[config.mk]
export PLATFORM = sky130hd
export DESIGN_NAME = cpu_sequencer
export DESIGN_NICKNAME = d
export VERILOG_FILES = /design/src/rtl/cpu_sequencer.sv
export SDC_FILE = /design/constraint.sdc
export NUM_CORES = 1
export LEC_CHECK = 0
export CORE_ASPECT_RATIO = 1.5
export CORE_MARGIN = 2
export CORE_UTILIZATION = 44
export CTS_CLUSTER_SIZE = 10
export DETAILED_ROUTE_END_ITERATION = 8
export PLACE_DENSITY = 0.75
export SLEW_MARGIN = 10
export SYNTH_ARGS = -nofsm -noshare
export SYNTH_HDL_FRONTEND = slang
export SYNTH_SLANG_ARGS = --single-unit
[constraint.sdc]
create_clock -name clock -period 1.4 [get_ports clock]
set_input_delay 0.21 -clock clock [delete_from_list [all_inputs] [get_ports clock]]
set_output_delay 0.21 -clock clock [all_outputs]
set_load 0.1 [all_outputs]
[src/rtl/cpu_sequencer.sv]
// ---------------------------------------------------------------------------
// cpu_sequencer
//   Instruction sequencer for a small CPU core. It moves through FETCH, a
//   one- or two-cycle execute phase and then back to FETCH. The HALT and
//   PAUSE states add halt/resume and single-step control. It also counts
//   active cycles and completed instructions.
//
// Ports
//   clock        in   system clock, rising edge
//   reset_n      in   asynchronous active-low reset
//   sm_extra     in   decoder asks for a second execute cycle (EXEC1 only)
//   stop         in   halt request, level (stack overflow / STP)
//   mem_ready    in   instruction RAM read complete (FETCH only)
//   step_mode    in   1 = single-step, 0 = free run
//   step         in   pulse, releases one instruction from PAUSE
//   resume       in   pulse, leaves HALT
//   state[1:0]   out  FETCH=00, EXEC1=10, EXEC2=01, HALT/PAUSE=11
//   halted       out  1 while in HALT
//   paused       out  1 while in PAUSE
//   instr_done   out  1 in the last execute cycle of each instruction
//   cycle_count  out  active (FETCH/EXEC1/EXEC2) cycle count, wraps
//   instr_count  out  completed instruction count, wraps
// ---------------------------------------------------------------------------
module cpu_sequencer (
   input  logic        clock,
   input  logic        reset_n,
   input  logic        sm_extra,
   input  logic        stop,
   input  logic        mem_ready,
   input  logic        step_mode,
   input  logic        step,
   input  logic        resume,
   output logic [1:0]  state,
   output logic        halted,
   output logic        paused,
   output logic        instr_done,
   output logic [15:0] cycle_count,
   output logic [15:0] instr_count
);

   localparam int unsigned CNT_W  = 16;
   localparam int unsigned CODE_W = 2;

   typedef enum logic [2:0] {
      S_FETCH = 3'd0,
      S_EXEC1 = 3'd1,
      S_EXEC2 = 3'd2,
      S_HALT  = 3'd3,
      S_PAUSE = 3'd4
   } state_t;

   state_t              r_state;
   state_t              w_next;
   logic                r_stop_pending;
   logic                w_active;
   logic                w_boundary;
   logic [CODE_W-1:0]   w_code;
   logic [CODE_W-1:0]   r_code;
   logic                r_halted;
   logic                r_paused;
   logic [CNT_W-1:0]    r_cycle_count;
   logic [CNT_W-1:0]    r_instr_count;

   // State register
   always_ff @(posedge clock or negedge reset_n) begin
      if (!reset_n) begin
         r_state <= S_FETCH;
      end else begin
         r_state <= w_next;
      end
   end

   // Next-state decode. An instruction boundary is resolved after the
   // per-state transition so that stop/step_mode priority applies in one place.
   always_comb begin
      w_next     = r_state;
      w_active   = 1'b0;
      w_boundary = 1'b0;
      case (r_state)
         S_FETCH: begin
            w_active = 1'b1;
            if (mem_ready) w_next = S_EXEC1;
         end
         S_EXEC1: begin
            w_active = 1'b1;
            if (sm_extra) w_next = S_EXEC2;
            else          w_boundary = 1'b1;
         end
         S_EXEC2: begin
            w_active   = 1'b1;
            w_boundary = 1'b1;
         end
         S_HALT: begin
            if (resume && !stop) w_next = S_FETCH;
         end
         S_PAUSE: begin
            if (stop)                    w_next = S_HALT;
            else if (step || !step_mode) w_next = S_FETCH;
         end
         default: w_next = S_FETCH;
      endcase

      if (w_boundary) begin
         if (stop || r_stop_pending) w_next = S_HALT;
         else if (step_mode)         w_next = S_PAUSE;
         else                        w_next = S_FETCH;
      end
   end

   // Decoder-facing encoding of the upcoming state
   always_comb begin
      w_code = 2'b00;
      case (w_next)
         S_FETCH: w_code = 2'b00;
         S_EXEC1: w_code = 2'b10;
         S_EXEC2: w_code = 2'b01;
         S_HALT:  w_code = 2'b11;
         S_PAUSE: w_code = 2'b11;
         default: w_code = 2'b00;
      endcase
   end

   // Registered status outputs, loaded with the decode of the next state
   always_ff @(posedge clock or negedge reset_n) begin
      if (!reset_n) begin
         r_code   <= 2'b00;
         r_halted <= 1'b0;
         r_paused <= 1'b0;
      end else begin
         r_code   <= w_code;
         r_halted <= (w_next == S_HALT);
         r_paused <= (w_next == S_PAUSE);
      end
   end

   // Latched stop request. Any stop during an instruction lets that
   // instruction finish. Entering HALT consumes the request.
   always_ff @(posedge clock or negedge reset_n) begin
      if (!reset_n) begin
         r_stop_pending <= 1'b0;
      end else if (w_next == S_HALT) begin
         r_stop_pending <= 1'b0;
      end else if (w_active && stop) begin
         r_stop_pending <= 1'b1;
      end
   end

   // Activity counters, free-running wrap
   always_ff @(posedge clock or negedge reset_n) begin
      if (!reset_n) begin
         r_cycle_count <= '0;
         r_instr_count <= '0;
      end else begin
         if (w_active)   r_cycle_count <= r_cycle_count + CNT_W'(1);
         if (w_boundary) r_instr_count <= r_instr_count + CNT_W'(1);
      end
   end

   assign state       = r_code;
   assign halted      = r_halted;
   assign paused      = r_paused;
   // The EXEC1 boundary depends on sm_extra in the same cycle, so this
   // flag is decoded from the state register and sm_extra.
   assign instr_done  = w_boundary;
   assign cycle_count = r_cycle_count;
   assign instr_count = r_instr_count;

endmodule

After elaboration in Yosys (flattened, before gate mapping)
Index checks and enable logic that the tools add are counted.
{"block": "op_classes", "eq_ne": 8, "n_addsub": 2, "n_reduce_logical": 10, "n_mux": 15}
{"op": "$add A16 B1 Y16 const B", "n": 2}
{"op": "$mux W3", "n": 8}
{"op": "$pmux W3 S5", "n": 1}
{"op": "$eq A3 B2 Y1 const B", "n": 4}
{"op": "$eq A3 B1 Y1 const B", "n": 2}
{"op": "$eq A3 B3 Y1 const B", "n": 2}
{"op": "$pmux W2 S3", "n": 1}
{"op": "$mux W1", "n": 4}
{"op": "$logic_not A3 Y1", "n": 1}
{"op": "$reduce_or A3 Y1", "n": 1}
{"op": "$logic_and A1 B1 Y1", "n": 2}
{"op": "$logic_not A1 Y1", "n": 2}
{"op": "$logic_or A1 B1 Y1", "n": 2}
{"op": "$pmux W1 S2", "n": 1}
{"op": "$reduce_bool A2 Y1", "n": 1}
{"op": "$reduce_or A2 Y1", "n": 1}
{"block": "totals", "ff_bits": 40, "inputBits": 8, "elab_cells": 42}

Depth between registers and ports, before layout
Gate-level depths: netlist (run 1).
{"block": "depth", "word_depth": 9, "ltp_mapped": 5}

Worst setup path after synthesis (run 1)
No wires, ideal clock.
{"block": "synth_path", "kind": "flip-flop to flip-flop", "from": "reg r_cycle_count[3] (netlist: cycle_count[3])", "to": "reg r_cycle_count[13] (netlist: cycle_count[13])", "period_less_slack_ns": 2.242, "stages_incl_launch_ff": 5, "arrival_ns": 2.084, "slack_ns": -0.842, "path_buffers": 0, "path_cell_list": "dfrtp_1 > nand4_1 > nor4_4 > nand4_1 > xnor2_1"}
{"block": "synth_between", "elab_chain_cells": 1}
{"item": "from (decl)", "line_no": "61", "rtl": "logic [CNT_W-1:0] r_cycle_count;"}
{"item": "from (signal assigned)", "line_no": "154", "rtl": "if (w_active) r_cycle_count <= r_cycle_count + CNT_W'(1);"}
{"item": "$add A16 B1 Y16", "line_no": "154"}
No other way between the ends.
A chain may end at the register's enable or synchronous reset.

Worst setup path in the final report (run 1)
{"block": "layout_path", "from": "reg r_state[1]", "to": "out instr_done"}
{"block": "layout_between", "elab_chain_cells": 2, "word_cells_on_any_way": 3, "classes_between": "2 x eq/ne; 1 x mux"}
{"item": "from (decl)", "line_no": "52", "rtl": "state_t r_state;"}
{"item": "from (signal assigned)", "line_no": "69", "rtl": "r_state <= w_next;"}
{"item": "$eq A3 B2 Y1 / $eq A3 B1 Y1 (equally long branches)", "line_no": "79", "rtl": "case (r_state)"}
{"item": "$pmux W1 S2 *", "line_no": "79"}
{"item": "to (decl)", "line_no": "36", "rtl": "output logic instr_done,"}
Every way passes the cells marked *; elsewhere a longest branch is shown, timed or not.

==> results.cfg, run 1 <==
[status]
status = finished, violations left
violations = setup timing

[clock_network]
numCtsBuffers = 5
cts_max_path_buffers = 2
htreeDepth = 2
clkTransAtPathRegs_ps = 80
cts_sinks = 40
cts_root_buf = clkbuf_8
cts_tree = built
clkLatencyLatePin_ps = 300

[cells_and_area]
area_delta_synth_final_pct = 89.5
n_antenna_cell = 0
drive_above_1_share_pct = 64.6
layout.cells.non_filler = 303
nets = 266

[placed_design]
place_congestion = 0.876
dp_hpwl_mm = 3.39
dp.cells = 275
place.port_buffers = 44

[floorplan]
row_count = 29
die_x_um = 57.2
floorplan.initialDensity_pct = 44.8
design.die.area_sq_mm = 0.00480
fp.dieH_um = 83.8
ios = 45
coreArea_sq_mm = 0.00417

[critical_path]
worstSetupStartpoint = r_state[1]
path_max_fanout = 3
r2r_cells = 5
r2r_slack_ps = -360
worstSetupPathType = reg -> out
start_kind = flip-flop
required_ps = 1190
r2r_end = r_stop_pending
endpoint_kind = output pin
worstReg2RegStart = r_state[1]
endpoint = instr_done
worstPathArrival_ps = 1590

[logic_synthesis]
syn-cell-area_sq_mm = 0.00187
yosysTopAreaCellShare_pct = 53.5
synth_ff_type = dfrtp_1
ys_types = 38
synthTopCellsByArea = dfrtp_1 (54%), xnor2_1 (7.5%), xor2_1 (6.6%), nand2_1 (3.8%), nor2_1 (2.4%)
synth_edf_count = 0
postSynth.asyncResetShare_pct = 100
ys_ff_latch = 40
synthCells = 167
yosys-top-cells-count = dfrtp_1 (40), nand2_1 (19), xnor2_1 (16)
yosysWarnings = 0
yosys.area.top_type = dfrtp_1
syn_nets = 177
synth.avg_cell_area_sq_um = 11.2
synth.yosys.seq_area_share_pct = 53.5
yosysMostFrequentCell = dfrtp_1

[timing]
tightest_slew_ps = 509
final_hold_viol_count = 0
fin_hold_ws_ps = 501
skew_ps = 11.6
setup_viol = 40
grt_setup_unrepaired = yes
fin_ws_ps = -398
period_share_pct = 128
fin_crit_ps = 1800
max_slew_margin_pct = 66.1
maxSlewViolCount = 0
max_freq_mhz = 556

[global_route]
antenna_found_initial = 0
grt_max_degree = 41
overflow = 0
grt_pass1_vias = 1838
grt_pass1_wl_mm = 9.35
grt_use_total_pct = 26.2

[route]
route.met3.wl_um = 273
first_iter_violations = 60
top_layer = met4
drc = 0
dr_total_vias = 1681
via_per_inst = 5.55
wl_met2_mm = 3.52
first_pass_iters = 5
ant_nets = 0
wl_mm = 6.13
wl_met1_mm = 2.14
wl_per_cell_um = 20.2

[hold_path]
min_path_type = in -> async

[power]
peakVddDrop_uv = 2710
p_per_area_mw_per_mm2 = 2450
p_leak_nw = 1.50

[flow_run]
max_cap_violations = 0
==> per-layer routing <==
layer  up-vias  track usage [%]
li1        743                -
met1       854             28.2
met2        66             47.5
met3        18             4.81
met4         0             13.1
met5         -                0
==> area by class of cell <==
type                       count  area (sq um)
clock inverter                 2          35.0
fill                         198           631
tap                           46          57.6
timing repair buffer          85          1150
inverter                       7          26.3
multi-input combinational    117          1110
sequential                    40          1090
clock buffer                   6          72.6
==> placed cells by master, fill, tap and decap left out, types with 4 or more instances in the layout <==
master / synthesis / final
nand2_1: 19 / 15
buf_12: 0 / 37
nor2_1: 12 / 5
nor3_2: 0 / 4
buf_6: 1 / 8
dfrtp_2: 0 / 10
dfrtp_1: 40 / 9
inv_1: 7 / 7
clkbuf_8: 0 / 5
xor2_1: 14 / 14
clkdlybuf4s50_1: 0 / 6
nand3_2: 0 / 4
nor2_4: 0 / 4
nand3_1: 8 / 4
dfrtp_4: 0 / 21
xnor2_1: 16 / 15
buf_4: 1 / 32
==> how the worst min path moves through the flow <==
stage	cells past startpoint	slack [ps]	end
final	3	500	instr_count[15]
after global routing	1	540	cycle_count[10]
after CTS	3	510	instr_count[15]
after detailed placement	2	300	instr_count[15]
after global placement	2	290	instr_count[15]
after floorplan	0	-90	cycle_count[10]
==> timing repair <==
action	CTS	global route
gates cloned	0	0
setup endpoints to repair	36	41
setup buffers	14	7
hold buffers	1	0
endpoints found under the hold margin	40	0
gates resized for setup	38	11
pin swaps	33	13
==> metrics by stage <==
step | setup slack, ps | area (sq um) | power (mW) | util [%] | TNS (ps)
floorplan | -311 | 2090 | 4.96 | - | -2390
global placement | -351 | 3080 | 6.65 | 73.8 | -7660
detailed placement | -435 | 3080 | 6.77 | 73.8 | -9270
CTS | -374 | 3450 | 8.29 | 82.6 | -7430
global route | -415 | 3540 | 8.96 | 84.9 | -8730
finish | -398 | 3540 | 8.69 | 84.9 | -6900
==> power breakdown <==
group          internal, mW  switching (mW)  leakage [nW]
Sequential             1.59           0.400         0.477
Combinational          2.35            3.41         0.971
Clock                 0.529           0.417        0.0552
Total                  4.46            4.23          1.50
==> cell families (layout without fill, tap and decap cells) <==
family          after synthesis  in the layout  synth area share [%]
flops                        40             40                  53.5
mux                           1              1                 0.602
buf+inv                      10            100                  2.68
compound gates               16             16                  6.56
xor+xnor                     30             30                  14.1
simple gates                 68             68                  21.2
fa+ha+maj                     2              2                  1.34
==> registers in the layout, indices dropped and copies added, names as in the netlist <==
register,flops
r_stop_pending,1
instr_count,16
paused,1
r_state,3
halted,1
state,2
cycle_count,16
==> worst max-delay path, stage by stage (launching register included) <==
cell	delay, ps
dfrtp_2	440
or4b_4	580
nand2_8	100
buf_12	170
No activity file was read; power rests on OpenSTA's default activity.
==> run 2: changes to the inputs <==
--- a/config.mk
+++ b/config.mk
@@ -10,6 +10,7 @@
 export CORE_UTILIZATION = 44
 export CTS_CLUSTER_SIZE = 10
 export DETAILED_ROUTE_END_ITERATION = 8
+export MAX_ROUTING_LAYER = met4
 export PLACE_DENSITY = 0.75
 export SLEW_MARGIN = 10
 export SYNTH_ARGS = -nofsm -noshare
==> results.cfg, run 2 (synthesized netlist as in run 1, its figures left out) <==
[flow_run]
max_cap_violations = 0

[floorplan]
design.die.area_sq_mm = 0.00480
row_count = 29
floorplan.initialDensity_pct = 44.8
ios = 45
fp.dieH_um = 83.8
die_x_um = 57.2
coreArea_sq_mm = 0.00417

[clock_network]
cts_max_path_buffers = 2
clkLatencyLatePin_ps = 310
cts_root_buf = clkbuf_8
numCtsBuffers = 5
clkTransAtPathRegs_ps = 80
cts_tree = built
cts_sinks = 40
htreeDepth = 2

[critical_path]
start_kind = flip-flop
path_cells = or4b_4, nand2_8, buf_12
crit_path_top_delay_cell = or4b_4
crit_buf_inv = 1
required_ps = 1190
slowest_delay_ps = 570
critPathTopFamily = simple AND/OR/NAND/NOR gates
worstSetupPathType = reg -> out
endpoint_kind = output pin
worstPathArrival_ps = 1580
path_max_fanout = 3

[global_route]
grt_pass1_vias = 1841
antenna_found_initial = 0
grt_max_degree = 41
grt_pass1_wl_mm = 9.33
grt_use_total_pct = 26.9
overflow = 0

[route]
first_iter_violations = 57
drc = 0
wl_per_cell_um = 20.8
ant_nets = 0
via_per_inst = 5.60
wl_mm = 6.29
first_pass_iters = 4
dr_total_vias = 1691

[placed_design]
dp_hpwl_mm = 3.39
place.port_buffers = 44
place_congestion = 0.890

[power]
p_per_area_mw_per_mm2 = 2490
p_leak_nw = 1.49
power_mw = 8.77
peakVddDrop_uv = 2700

[cells_and_area]
n_fill_cell = 192
layout_common_cells = buf_12 (37), buf_4 (33), dfrtp_4 (21), xnor2_1 (15), xor2_1 (14)
drive_above_1_share_pct = 64.8
final_common_cell = buf_12
nets = 265
fin_util_pct = 84.6
n_antenna_cell = 0
area_delta_synth_final_pct = 88.8

[status]
violations = setup timing
status = finished, violations left

[timing]
max_slew_margin_pct = 66.1
max_freq_mhz = 560
grt_setup_unrepaired = yes
fin_ws_ps = -387
fin_hold_ws_ps = 489
tightest_slew_ps = 507
setup_viol = 39
skew_ps = 10.7
fin_crit_ps = 1790
final_hold_viol_count = 0
period_share_pct = 128
maxSlewViolCount = 0

[hold_path]
min_path_type = in -> async
## run 2: cell types whose count changed in the layout (fill, tap and decap cells not counted), sizes merged
cell / change
buf: -1
## run 2: tightest hold or removal path, cell delays in order
cell,delay (ps)
dlygate4sd3_1,510
buf_2,100
buf_4,420
## run 2: worst paths after layout
kind,start,endpoint,slack (ps),cells after the start
setup / recovery,r_state[1],instr_done,-390,3
setup reg to reg,r_state[1],r_stop_pending,-370,5
hold / removal,reset_n,r_state[1],490,3
min in group clock,cycle_count[10],cycle_count[10],510,1
max in group asynchronous,reset_n,cycle_count[5],520,3
hold reg to reg,cycle_count[10],cycle_count[10],510,1
## run 2: metrics by stage
| stage | area (sq um) | setup TNS [ps] | worst slack, ps | cells |
|---|---|---|---|---|
| 2_1_floorplan | 2090 | -2390 | -311 | 167 |
| 3_5_place_dp | 3080 | -9270 | -435 | 275 |
| 3_3_place_gp | 3080 | -7660 | -351 | 275 |
| 6_report | 3530 | -7360 | -387 | 302 |
| 5_1_grt | 3530 | -8970 | -415 | 302 |
| 4_1_cts | 3450 | -7430 | -374 | 298 |
## run 2: cell type report
cell class / count / area (sq um) / area share (%)
repair buffers: 84 / 1130 / 32.0
flip-flops and latches: 40 / 1090 / 30.9
clock buffers: 6 / 72.6 / 2.06
multi-input cells: 117 / 1110 / 31.6
clock inverters: 2 / 35.0 / 0.993
inverters: 7 / 26.3 / 0.744
well taps: 46 / 57.6 / 1.63
## run 2: routing by layer
layer  routed length [um]  share of wire, %  global-route usage, %
met5                    0                 0                      -
met4                  259               4.1                   13.1
met3                  235               3.7                   4.65
met2                 3520                56                   47.5
met1                 2270                36                   28.2
## run 2: timing repair
action,in CTS,in global routing
endpoints found under the hold margin,40,0
hold buffers,1,0
buffers inserted,14,8
pin swaps,33,17
setup endpoints to repair,36,41
resized for setup,38,10
## run 2: power breakdown
part           switching, mW  internal (mW)  total (mW)
clock                  0.417          0.529       0.946
sequential             0.409           1.59        2.00
combinational           3.47           2.37        5.83
==> run 3: changes to the inputs <==
--- a/config.mk
+++ b/config.mk
@@ -12,7 +12,6 @@
 export DETAILED_ROUTE_END_ITERATION = 8
 export MAX_ROUTING_LAYER = met4
 export PLACE_DENSITY = 0.75
-export SLEW_MARGIN = 10
 export SYNTH_ARGS = -nofsm -noshare
 export SYNTH_HDL_FRONTEND = slang
 export SYNTH_SLANG_ARGS = --single-unit
==> results of run 3 <==
Same layout as run 2: the final DEF is identical, and so are final timing and power.
==> edit, RTL diff (settings of run 3) <==
Put one more register stage on the output `instr_count`, with the module's reset. The value now appears one clock later. The other outputs are not delayed to match.
--- a/src/rtl/cpu_sequencer.sv
+++ b/src/rtl/cpu_sequencer.sv
@@ -163,7 +163,13 @@
    // flag is decoded from the state register and sm_extra.
    assign instr_done  = w_boundary;
    assign cycle_count = r_cycle_count;
-   assign instr_count = r_instr_count;
+   always_ff @(posedge clock or negedge reset_n) begin
+      if (!reset_n) begin
+         instr_count <= '0;
+      end else begin
+         instr_count <= r_instr_count;
+      end
+   end
 
 endmodule
 
Function: changed (a bounded check fails within 4 cycles, from zero or initial values and one cycle with reset_n low).
==> edit against run 3 <==
- total power is 4.2% higher
- sequential cell count grew 16
- setup slack improved by 0.039 ns
- utilization down 2.7 points
- final area up 12%
- non-clock buffer count increased by 10
- the flow still finishes with violations (negative setup slack)
- synthesized area increased by 18%
- wire length is 5.4% lower
- sequential power is 21% higher
- largest cell class is now registers
- count of clock-buffer cells in the layout decreased by 1
- critical path type is now flip-flop to flip-flop
==> edit: results (changes against run 3) <==
| Metric | Value |
|---|---|
| Syn_area_per_cell | `12.6 sq um (was 11.2 sq um)` |
| CP delay by family, top | `buffers and inverters (was simple AND/OR/NAND/NOR gates)` |
| Clk_skew | `0.00546 ns (was 0.0107 ns)` |
| Failing checks | `negative setup slack (unchanged)` |
| Non-Filler Instances | `342 (was 302)` |
| Setup violations, final | `40 (was 39)` |
| HPWL after detailed placement | `3570 um (was 3390 um)` |
| GP Congestion | `0.888 (was 0.890)` |
| Final nets | `285 (was 265)` |
| Status | `finished, violations left (unchanged)` |
| P_sw | `4220 uW (was 4290 uW)` |
| Worst r2r dst | `r_instr_count[10] (was r_stop_pending)` |
| VDD IR-drop max | `2030 uV (was 2700 uV)` |
| Overall Global Routing Usage | `23.5% (was 26.9%)` |
| CTS Root Buffer Type | `clkbuf_8 (unchanged)` |
| Lkg Pwr | `0.00177 uW (was 0.00149 uW)` |
| Post-Place Setup Slack | `-0.480 ns (was -0.435 ns)` |
| Min-delay worst type | `flip-flop to flip-flop (was input pin to async pin)` |
| Largest net degree at the start of global routing | `57 (was 41)` |
| Vias in the first global route | `1958 (was 1841)` |
| Clock network power share | `12.0% (was 10.8%)` |
| Crit path DAT | `2.00 ns (was 1.58 ns)` |
| P_comb | `5630 uW (was 5830 uW)` |
| Mapped Nets | `185 (was 177)` |
| Synth cell types | `34 (was 38)` |
| Worst-Margin Slew | `0.326 ns (was 0.507 ns)` |
| Setup TNS after final layout | `-7.95 ns (was -7.36 ns)` |
| Worst-Skew Late Latency | `0.33 ns (was 0.31 ns)` |
| Worst-path fanout max | `4 (was 3)` |
| FF-to-FF path depth | `8 (was 5)` |
| Seq/Total Area, Yosys | `63.7% (was 53.5%)` |
| Final worst slack | `-0.348 ns (was -0.387 ns)` |
| Worst Hold Slack | `0.396 ns (was 0.489 ns)` |
| Area contributors post-synth | `dfrtp_1, xnor2_1, xor2_1 (unchanged)` |
| Placed insts | `319 (was 275)` |
| CTS clk-pin slew, worst paths | `0.10 ns (was 0.08 ns)` |
| Slowest CP cell | `dfrtp_2 (was or4b_4)` |
| Commonest cells post-synth | `dfrtp_1, xnor2_1, nor2_1 (was dfrtp_1, nand2_1, xnor2_1)` |
| Global-route wire length before repair | `9320 um (was 9330 um)` |
| Routed Wire Length | `5960 um (was 6290 um)` |
| Iter 0 DRT Violations | `79 (was 57)` |
-- edit: cell types whose count changed after synthesis, moves of 3 or more --
cell              run 3  this run
dfrtp_1              40        56
nor2_1               12        16
nand2_1              19        11
o2111ai_1             0         3
nand4_1               3         8
-- edit: worst register-to-register path, delay by kind of cell, from the launching register on --
| family | cells | cell delay [ns] |
|---|---|---|
| XOR/XNOR | 1 | 0.18 |
| AND/OR/NAND/NOR | 2 | 0.41 |
| flip-flops | 1 | 0.44 |
| buffers and inverters | 4 | 0.50 |
| AO/OA/AOI/OAI | 1 | 0.15 |
-- edit: worst max path at each step --
stage	slack [ns]	cells past startpoint	to
2_1_floorplan	-0.40	4	r_instr_count[1]
4_1_cts	-0.30	5	instr_done
6_report	-0.35	8	r_instr_count[10]
5_1_grt	-0.45	8	r_instr_count[10]
3_5_place_dp	-0.48	5	state[1]
3_3_place_gp	-0.38	5	r_instr_count[15]
-- edit: layer usage --
layer	track usage, %	vias to the layer above	wire [um]
met5	-	-	0
met4	12.1	0	226
met3	4.73	21	196
met2	39.1	45	3370
met1	25.1	906	2160
li1	-	802	-
-- edit: logic make-up after synthesis --
group           after synthesis  synth area share, %
simple gates                 61                 15.0
mux                           1                0.512
compound gates               18                 6.43
buf+inv                       7                 1.25
fa+ha+maj                     2                 1.14
flops                        56                 63.7
xor+xnor                     30                 12.0
-- edit: cell type report --
class                           count  area (sq um)
Clock inverter                      3          46.3
Timing Repair Buffer               94          1250
Fill cell                         253           872
Inverter                            6          22.5
Tap cell                           66          82.6
Clock buffer                        5          68.8
Sequential cell                    56          1450
Multi-Input combinational cell    112          1020
-- edit: repair_timing --
item                                   in CTS  in global routing
resized for setup                          31                 23
endpoints found under the hold margin      56                  0
hold buffers                                1                  0
setup endpoints to repair                  28                 40
pin swaps                                  12                 11
setup buffers                               9                  8
